===== config.mk =====
export PLATFORM = sky130hd
export DESIGN_NAME = uart_rx_flat
export DESIGN_NICKNAME = d
export VERILOG_FILES = /design/src/rtl/uart_pkg.sv /design/src/rtl/uart_rx_if.sv /design/src/rtl/uart_baud_tick.sv /design/src/rtl/uart_rx.sv /design/src/flat_wrapper.sv
export SDC_FILE = /design/constraint.sdc
export NUM_CORES = 1
export LEC_CHECK = 0
export CAP_MARGIN = 25
export CORE_AREA = 4 4 68 82
export DETAILED_ROUTE_END_ITERATION = 10
export DIE_AREA = 0 0 72 86
export GPL_ROUTABILITY_DRIVEN = 1
export PLACE_DENSITY = 0.82
export RECOVER_POWER = 100
export SKIP_LAST_GASP = 1
export SLEW_MARGIN = 25
export SYNTH_ARGS = -nofsm -noshare
export SYNTH_HDL_FRONTEND = slang
export SYNTH_SLANG_ARGS = --single-unit

===== constraint.sdc =====
create_clock -name clk -period 1.9 [get_ports clk]
set_input_delay 0.19 -clock clk [delete_from_list [all_inputs] [get_ports clk]]
set_output_delay 0.19 -clock clk [all_outputs]
set_load 0.02 [all_outputs]

===== src/rtl/uart_pkg.sv =====
// uart_pkg: definitions shared by the UART receiver and transmitter.
//   - FSM state encodings (plain localparam constants)
//   - oversampling constants: OVERSAMPLE ticks per bit, MID_SAMPLE tick index
//   - DEFAULT_CLK_DIV for a 100 MHz system clock at 115200 baud x16
package uart_pkg;

  localparam logic [2:0] ST_IDLE   = 3'd0;
  localparam logic [2:0] ST_START  = 3'd1;
  localparam logic [2:0] ST_DATA   = 3'd2;
  localparam logic [2:0] ST_PARITY = 3'd3;
  localparam logic [2:0] ST_STOP   = 3'd4;

  localparam int OVERSAMPLE      = 16;
  localparam int MID_SAMPLE      = 8;
  localparam int DEFAULT_CLK_DIV = 54;

endpackage


===== src/rtl/uart_rx_if.sv =====
// uart_rx_if: consumer-side register interface of the UART receiver.
//   RX_Read_en        consumer acknowledge (clears valid and sticky flags)
//   RX_Data_Register  last accepted word
//   RX_Data_Valid     register holds an unread word
//   RX_Frame_Error    sticky, stop bit sampled low
//   RX_Overrun        sticky, frame completed while a word was unread
//   RX_Busy           receiver FSM not idle
//   RX_Parity_Error   sticky, parity mismatch (0 when parity is not built in)
// Modports: slave = receiver side, master = consumer side.
interface uart_rx_if #(
  parameter int WORD_SIZE = 8
);
  logic                 RX_Read_en;
  logic [WORD_SIZE-1:0] RX_Data_Register;
  logic                 RX_Data_Valid;
  logic                 RX_Frame_Error;
  logic                 RX_Overrun;
  logic                 RX_Busy;
  logic                 RX_Parity_Error;

  modport slave (
    input  RX_Read_en,
    output RX_Data_Register, RX_Data_Valid, RX_Frame_Error,
           RX_Overrun, RX_Busy, RX_Parity_Error
  );

  modport master (
    output RX_Read_en,
    input  RX_Data_Register, RX_Data_Valid, RX_Frame_Error,
           RX_Overrun, RX_Busy, RX_Parity_Error
  );
endinterface


===== src/rtl/uart_baud_tick.sv =====
// uart_baud_tick: free-running divider producing a one-cycle oversample tick.
//   clk      system clock
//   reset_b  asynchronous active-low reset
//   restart  synchronous restart, counter returns to 0 (phase alignment)
//   tick     high for one cycle when the counter is at CLK_DIV-1
module uart_baud_tick #(
  parameter int CLK_DIV = 54
) (
  input  logic clk,
  input  logic reset_b,
  input  logic restart,
  output logic tick
);

  localparam logic [15:0] TERM = 16'(CLK_DIV - 1);

  logic [15:0] cnt_q, cnt_d;

  always_comb begin
    cnt_d = cnt_q + 16'd1;
    if (restart || cnt_q == TERM) cnt_d = '0;
  end

  // A restart cycle never emits a tick, so the first tick after a start edge
  // arrives a full CLK_DIV clocks later.
  assign tick = (cnt_q == TERM) && !restart;

  always_ff @(posedge clk or negedge reset_b) begin
    if (!reset_b) cnt_q <= '0;
    else          cnt_q <= cnt_d;
  end

endmodule


===== src/rtl/uart_rx.sv =====
// uart_rx: 16x oversampling UART receiver, 8N1 by default, LSB first.
//   clk         system clock
//   reset_b     asynchronous active-low reset
//   RX_Data_in  serial line, idle high, asynchronous to clk
//   rx_if       consumer register interface (slave modport)
// Optional feature: define UART_RX_PARITY_EN to receive an even parity bit
// between the data and stop bits; otherwise RX_Parity_Error is tied 0.
module uart_rx
  import uart_pkg::*;
#(
  parameter int WORD_SIZE       = 8,
  parameter int WORD_SIZE_WIDTH = 4,
  parameter int CLK_DIV         = DEFAULT_CLK_DIV
) (
  input  logic     clk,
  input  logic     reset_b,
  input  logic     RX_Data_in,
  uart_rx_if.slave rx_if
);

  localparam logic [3:0] OS_LAST = 4'(OVERSAMPLE - 1);
  localparam logic [3:0] OS_MID  = 4'(MID_SAMPLE - 1);
  localparam logic [WORD_SIZE_WIDTH-1:0] BIT_LAST = WORD_SIZE_WIDTH'(WORD_SIZE - 1);

  logic                       sync1_q, sync2_q;
  logic                       rx_s;
  logic [2:0]                 state_q, state_d;
  logic [3:0]                 os_q, os_d;
  logic [WORD_SIZE_WIDTH-1:0] bit_q, bit_d;
  logic [WORD_SIZE-1:0]       shift_q, shift_d;
  logic [WORD_SIZE-1:0]       data_q, data_d;
  logic                       valid_q, valid_d;
  logic                       fe_q, fe_d;
  logic                       ovr_q, ovr_d;
  logic                       armed_q, armed_d;
  logic                       restart, tick;
  logic                       stop_ok, stop_bad;
`ifdef UART_RX_PARITY_EN
  logic                       perr_q, perr_d;
  logic                       par_bad;
`endif

  assign rx_s = sync2_q;

  uart_baud_tick #(.CLK_DIV(CLK_DIV)) u_tick (
    .clk     (clk),
    .reset_b (reset_b),
    .restart (restart),
    .tick    (tick)
  );

  always_comb begin
    state_d  = state_q;
    os_d     = os_q;
    bit_d    = bit_q;
    shift_d  = shift_q;
    data_d   = data_q;
    valid_d  = valid_q;
    fe_d     = fe_q;
    ovr_d    = ovr_q;
    armed_d  = armed_q;
    restart  = 1'b0;
    stop_ok  = 1'b0;
    stop_bad = 1'b0;
`ifdef UART_RX_PARITY_EN
    perr_d   = perr_q;
    par_bad  = 1'b0;
`endif

    if (tick) os_d = os_q + 4'd1;

    case (state_q)
      ST_IDLE: begin
        // armed only after the line has been seen high, so a held-low line
        // (break) produces a single frame error instead of repeated frames
        if (rx_s) begin
          armed_d = 1'b1;
        end else if (armed_q) begin
          state_d = ST_START;
          restart = 1'b1;
          os_d    = '0;
          armed_d = 1'b0;
        end
      end
      ST_START: begin
        if (tick && os_q == OS_MID) begin
          if (rx_s) begin
            state_d = ST_IDLE;          // glitch, not a start bit
            armed_d = 1'b1;
          end else begin
            state_d = ST_DATA;
            os_d    = '0;
            bit_d   = '0;
          end
        end
      end
      ST_DATA: begin
        if (tick && os_q == OS_LAST) begin
          // right shift: the first (LSB) bit ends up in bit 0 after WORD_SIZE shifts
          shift_d = {rx_s, shift_q[WORD_SIZE-1:1]};
          bit_d   = bit_q + WORD_SIZE_WIDTH'(1);
          if (bit_q == BIT_LAST) begin
`ifdef UART_RX_PARITY_EN
            state_d = ST_PARITY;
`else
            state_d = ST_STOP;
`endif
          end
        end
      end
`ifdef UART_RX_PARITY_EN
      ST_PARITY: begin
        if (tick && os_q == OS_LAST) begin
          par_bad = ^{shift_q, rx_s};
          state_d = ST_STOP;
        end
      end
`endif
      ST_STOP: begin
        // back to IDLE at mid stop bit so the next start edge is not missed
        if (tick && os_q == OS_LAST) begin
          state_d  = ST_IDLE;
          armed_d  = rx_s;
          stop_ok  = rx_s;
          stop_bad = !rx_s;
        end
      end
      default: state_d = ST_IDLE;
    endcase

    // A read clears valid and the sticky flags; events in the same cycle win.
    if (rx_if.RX_Read_en) begin
      valid_d = 1'b0;
      fe_d    = 1'b0;
      ovr_d   = 1'b0;
`ifdef UART_RX_PARITY_EN
      perr_d  = 1'b0;
`endif
    end
    if (stop_ok) begin
      if (!valid_q || rx_if.RX_Read_en) begin
        data_d  = shift_q;
        valid_d = 1'b1;
      end else begin
        ovr_d = 1'b1;
      end
    end
    if (stop_bad) fe_d = 1'b1;
`ifdef UART_RX_PARITY_EN
    if (par_bad) perr_d = 1'b1;
`endif
  end

  always_ff @(posedge clk or negedge reset_b) begin
    if (!reset_b) begin
      sync1_q <= 1'b1;
      sync2_q <= 1'b1;
      state_q <= ST_IDLE;
      os_q    <= '0;
      bit_q   <= '0;
      shift_q <= '0;
      data_q  <= '0;
      valid_q <= 1'b0;
      fe_q    <= 1'b0;
      ovr_q   <= 1'b0;
      armed_q <= 1'b0;
    end else begin
      sync1_q <= RX_Data_in;
      sync2_q <= sync1_q;
      state_q <= state_d;
      os_q    <= os_d;
      bit_q   <= bit_d;
      shift_q <= shift_d;
      data_q  <= data_d;
      valid_q <= valid_d;
      fe_q    <= fe_d;
      ovr_q   <= ovr_d;
      armed_q <= armed_d;
    end
  end

`ifdef UART_RX_PARITY_EN
  always_ff @(posedge clk or negedge reset_b) begin
    if (!reset_b) perr_q <= 1'b0;
    else          perr_q <= perr_d;
  end
  assign rx_if.RX_Parity_Error = perr_q;
`else
  assign rx_if.RX_Parity_Error = 1'b0;
`endif

  assign rx_if.RX_Data_Register = data_q;
  assign rx_if.RX_Data_Valid    = valid_q;
  assign rx_if.RX_Frame_Error   = fe_q;
  assign rx_if.RX_Overrun       = ovr_q;
  assign rx_if.RX_Busy          = (state_q != ST_IDLE);

endmodule


===== src/flat_wrapper.sv =====
// flat-port wrapper written by rule: the top's interface ports become plain ports
module uart_rx_flat import uart_pkg::*;
#(
  parameter int WORD_SIZE       = 8,
  parameter int WORD_SIZE_WIDTH = 4,
  parameter int CLK_DIV         = DEFAULT_CLK_DIV
)
  (clk, reset_b, RX_Data_in, rx_if_RX_Read_en, rx_if_RX_Data_Register, rx_if_RX_Data_Valid, rx_if_RX_Frame_Error, rx_if_RX_Overrun, rx_if_RX_Busy, rx_if_RX_Parity_Error);
  uart_rx_if #(.WORD_SIZE(WORD_SIZE)) rx_if_i ();
  input  logic clk;
  input  logic reset_b;
  input  logic RX_Data_in;
  input wire logic [$bits(rx_if_i.RX_Read_en)-1:0] rx_if_RX_Read_en;
  output wire logic [$bits(rx_if_i.RX_Data_Register)-1:0] rx_if_RX_Data_Register;
  output wire logic [$bits(rx_if_i.RX_Data_Valid)-1:0] rx_if_RX_Data_Valid;
  output wire logic [$bits(rx_if_i.RX_Frame_Error)-1:0] rx_if_RX_Frame_Error;
  output wire logic [$bits(rx_if_i.RX_Overrun)-1:0] rx_if_RX_Overrun;
  output wire logic [$bits(rx_if_i.RX_Busy)-1:0] rx_if_RX_Busy;
  output wire logic [$bits(rx_if_i.RX_Parity_Error)-1:0] rx_if_RX_Parity_Error;
  assign rx_if_i.RX_Read_en = rx_if_RX_Read_en;
  assign rx_if_RX_Data_Register = rx_if_i.RX_Data_Register;
  assign rx_if_RX_Data_Valid = rx_if_i.RX_Data_Valid;
  assign rx_if_RX_Frame_Error = rx_if_i.RX_Frame_Error;
  assign rx_if_RX_Overrun = rx_if_i.RX_Overrun;
  assign rx_if_RX_Busy = rx_if_i.RX_Busy;
  assign rx_if_RX_Parity_Error = rx_if_i.RX_Parity_Error;
  uart_rx #(.WORD_SIZE(WORD_SIZE), .WORD_SIZE_WIDTH(WORD_SIZE_WIDTH), .CLK_DIV(CLK_DIV)) u_core (.clk(clk), .reset_b(reset_b), .RX_Data_in(RX_Data_in), .rx_if(rx_if_i));
endmodule

==> impl_results.rst <==
.. list-table::
   :header-rows: 1

   * - Metric
     - Value
   * - Outcome
     - complete, but fails checks
   * - Violations in the final reports
     - negative setup slack
   * - Area delta synth->final
     - 23.7%
   * - Vias in the first global route
     - 1901
   * - CP startpoint kind
     - flip-flop
   * - First-pass GRT wire length
     - 8.26 mm
   * - Number of buffers and inverters on the critical path
     - 2
   * - Slew at the pin with the worst max-slew slack
     - 1.17 ns
   * - Count of endpoints failing setup in the final report
     - 8
   * - Post-synthesis cell count
     - 214
   * - RSZ-0062 raised after global routing
     - true
   * - N_diodes
     - 0
   * - Final period utilization
     - 1.05
   * - Max Cap Violations
     - 0
   * - Number of remaining DRC errors
     - 0
   * - Die extent in x
     - 72 um
   * - Cell type of the slowest stage on the worst timing path
     - sky130_fd_sc_hd__or4_4
   * - Fraction of final layout cells sized beyond drive strength 1
     - 0.294
   * - Cell-by-cell listing of the critical path
     - inv_1, ha_1, and3b_2, nand4_2, or4_4, buf_8, mux2_4
   * - Crit-path max FO
     - 10
   * - Synth top area share
     - 0.489
   * - Number of nets in the synthesized netlist
     - 222
   * - Main flop type after synthesis
     - sky130_fd_sc_hd__dfrtp_1
   * - Vias post-DR
     - 1827
   * - Yosys warning count
     - 0
   * - Max_slew headroom
     - 0.217
   * - Floorplan core area
     - 4830 sq um
   * - Number of clock buffers inserted by TritonCTS
     - 5
   * - Post-DP HPWL
     - 3.38 mm
   * - Antenna violations before repair
     - 0
   * - Root Driver
     - sky130_fd_sc_hd__clkbuf_8
   * - Multi-input gate area
     - 1130 sq um
   * - Count of fill cells added during filler insertion
     - 390
   * - # H-tree levels
     - 2
   * - Syn_area_per_cell
     - 11.2 sq um
   * - Average wire per cell in the routed design
     - 14.9 um
   * - Count of state elements after synthesis
     - 49
   * - Cells taking the most area after synthesis
     - sky130_fd_sc_hd__dfrtp_1 49%, sky130_fd_sc_hd__mux2_4 5.0%, sky130_fd_sc_hd__mux2_2 3.7%, sky130_fd_sc_hd__xor2_1 3.3%, sky130_fd_sc_hd__nor2_1 3.0%
   * - Longest Clk Path Bufs
     - 2
   * - Power per standard cell area
     - 800 nW/um^2
   * - I/O Buffers
     - 15
   * - Data arrival time of the critical path
     - 2.20 ns
   * - Biggest cell delay along the critical path
     - 0.54 ns
   * - NumNets Final
     - 269
   * - Worst min path class
     - reg2reg
   * - Post-synthesis instance area
     - 2400 sq um
   * - TritonCTS clock tree
     - done
   * - Crit path time final
     - 2.00 ns
   * - Final Power
     - 0.00238 W
   * - Pre-CTS setup slack
     - -0.104 ns
   * - Clock tree skew after final layout
     - 0.00746 ns
   * - Maximum number of pins on one net before global-route repair
     - 50
   * - Number of detailed-route iterations in the first pass
     - 4
   * - Crit end category
     - flip-flop
   * - Height of the chip
     - 86 um
   * - Initial detailed-routing violation count
     - 131
   * - Largest delay contributor family on the critical path
     - simple AND/OR/NAND/NOR gates
   * - Initial Util
     - 0.497
   * - Flip-flop and latch area
     - 1230 sq um
   * - Overall overflow remaining after global route
     - 0
   * - DRT antenna net count
     - 0
   * - Count of clock tree sinks
     - 49
   * - Floorplan die area
     - 6190 sq um
   * - Accumulated negative setup slack
     - -0.754 ns
   * - Number of top-level design ports
     - 17
   * - Worst Setup Path Type
     - reg2reg
   * - Clock-pin transition on the worst setup and hold timing paths
     - 0.09 ns
   * - Final weighted congestion of routability-driven global placement
     - 0.844
   * - Required arrival time at the worst endpoint
     - 2.10 ns
   * - Worst ir drop on vdd
     - 0.592 mV
   * - Util after Layout
     - 0.615
   * - Mean number of vias per cell
     - 5.67
   * - GRT Resource Usage Total
     - 0.169
   * - Worst-skew pair later-pin latency
     - 0.30 ns
   * - Max Clock Freq
     - 501 MHz
   * - Crit path setup slack, layout
     - -0.0975 ns
   * - Leakage component of the power
     - 1.43 nW
   * - Final max-slew violation count
     - 0
   * - Row count
     - 28
   * - Share of flip-flops with an asynchronous set or reset after synthesis
     - 1.00
   * - Number of enable flip-flop cells after synthesis
     - 0
   * - Wire length reported by the detailed router
     - 4.79 mm
   * - Distinct cell type count after synthesis
     - 52
   * - Number of failing hold endpoints at the final stage
     - 0
   * - Largest area contributor in the synthesized netlist
     - sky130_fd_sc_hd__dfrtp_1
   * - Sequential element share of the synthesized area
     - 0.511
-- sequential cells by signal (all words and copies together), names as in the netlist --
signal	flops
u_core.sync1_q	1
u_core.rx_s	1
u_core.rx_if.RX_Overrun	1
u_core.rx_if.RX_Frame_Error	1
u_core.bit_q	4
u_core.state_q	3
u_core.os_q	4
u_core.armed_q	1
u_core.rx_if.RX_Data_Valid	1
u_core.shift_q	8
u_core.rx_if.RX_Data_Register	8
u_core.u_tick.cnt_q	16
-- worst paths after layout --
kind	startpoint	end	slack, ns	cells past startpoint
max reg2reg	u_core.u_tick.cnt_q[1]	u_core.shift_q[2]	-0.1	7
max	u_core.u_tick.cnt_q[1]	u_core.shift_q[2]	-0.1	7
min in group asynchronous	reset_b	u_core.rx_if.RX_Data_Register[1]	0.72	3
max in group asynchronous	reset_b	u_core.u_tick.cnt_q[0]	0.45	3
min reg2reg	u_core.sync1_q	u_core.rx_s	0.36	0
min	u_core.sync1_q	u_core.rx_s	0.36	0
-- Yosys cell counts, types with 3 or more instances --
library cell,number
sky130_fd_sc_hd__dfrtp_1,47
sky130_fd_sc_hd__and2_1,3
sky130_fd_sc_hd__nand2_1,9
sky130_fd_sc_hd__o21ai_0,6
sky130_fd_sc_hd__mux2_4,8
sky130_fd_sc_hd__nand4_1,10
sky130_fd_sc_hd__mux2i_1,4
sky130_fd_sc_hd__mux2_2,8
sky130_fd_sc_hd__a31oi_1,3
sky130_fd_sc_hd__clkbuf_1,8
sky130_fd_sc_hd__a21oi_1,5
sky130_fd_sc_hd__xor2_1,9
sky130_fd_sc_hd__or3_1,5
sky130_fd_sc_hd__and3_1,3
sky130_fd_sc_hd__nand3_1,8
sky130_fd_sc_hd__ha_1,4
sky130_fd_sc_hd__buf_4,3
sky130_fd_sc_hd__nor2_1,19
sky130_fd_sc_hd__inv_1,8
-- kinds of logic (layout without fill, tap and decap cells) --
group                    after synthesis  after routing  synth area share
AND/OR/NAND/NOR                       80             80             0.199
flip-flops                            49             49             0.511
AO/OA/AOI/OAI                         29             29            0.0848
multiplexers                          20             20             0.104
buffers and inverters                 20             68            0.0390
XOR/XNOR                              11             11            0.0401
adder cells (fa/ha/maj)                4              4            0.0208
other                                  1              1           0.00156
-- cell usage in the layout (no fill, tap or decap), drive strengths merged, types with 2 or more instances in the layout --
master       netlist  layout
dfrtp             47      47
buf                4      34
nor2              19      19
mux2              16      16
dlygate4sd3        0      13
nand4             11      11
nand2              9       9
xor2               9       9
inv                8       8
nand3              8       8
clkbuf             8       8
o21ai              6       6
or3                6       6
a21oi              5       5
mux2i              4       4
ha                 4       4
and2               4       4
nor4               4       4
and3               3       3
a31oi              3       3
o41ai              3       3
or3b               3       3
clkinv             0       3
nand2b             2       2
nor3               2       2
and4               2       2
a211oi             2       2
xnor2              2       2
a2bb2oi            2       2
dfstp              2       2
or4                2       2
-- metrics by stage --
stage | hold slack (ns) | cell area [sq um] | instances
2_1_floorplan | -0.106 | 2410 | 214
3_3_place_gp | 0.193 | 2840 | 312
3_5_place_dp | 0.195 | 2840 | 312
4_1_cts | 0.282 | 2950 | 321
5_1_grt | 0.368 | 2970 | 322
6_report | 0.359 | 2970 | 322
-- worst reg2reg max path, delay by kind of cell (launching register included) --
kind | cells | cell delay, ns
and+or+nand+nor | 3 | 0.87
adders and majority gates | 1 | 0.12
muxes | 1 | 0.30
buffers and inverters | 2 | 0.23
DFF | 1 | 0.39
-- power by group --
part	internal, W	switching [W]
Clock	0.000261	0.000349
Sequential	0.00114	0.0000651
Combinational	0.000276	0.000292
-- per-layer routing --
| metal | routed length [um] | global-route usage | vias up |
|---|---|---|---|
| met5 | 0 | 0 | - |
| met4 | 92 | 0.0821 | 0 |
| met3 | 177 | 0.0363 | 10 |
| met2 | 2580 | 0.298 | 37 |
| met1 | 1940 | 0.191 | 910 |
| li1 | - | - | 870 |
-- what timing repair did --
action                                  in CTS  in global routing
resized for setup                            3                  8
endpoints found under the setup margin       9                 19
setup buffers                                0                  1
hold buffers                                 1                  0
pin swaps                                    1                  1
endpoints found under the hold margin       47                  0
-- cell type report --
cell class | count | share of cell area
clock buffers | 5 | 0.0231
well taps | 60 | 0.0252
clock inverters | 3 | 0.00757
inverters | 8 | 0.0101
multi-input cells | 145 | 0.379
repair buffers | 52 | 0.142
flip-flops and latches | 49 | 0.413
No activity file was read; power rests on OpenSTA's default activity.
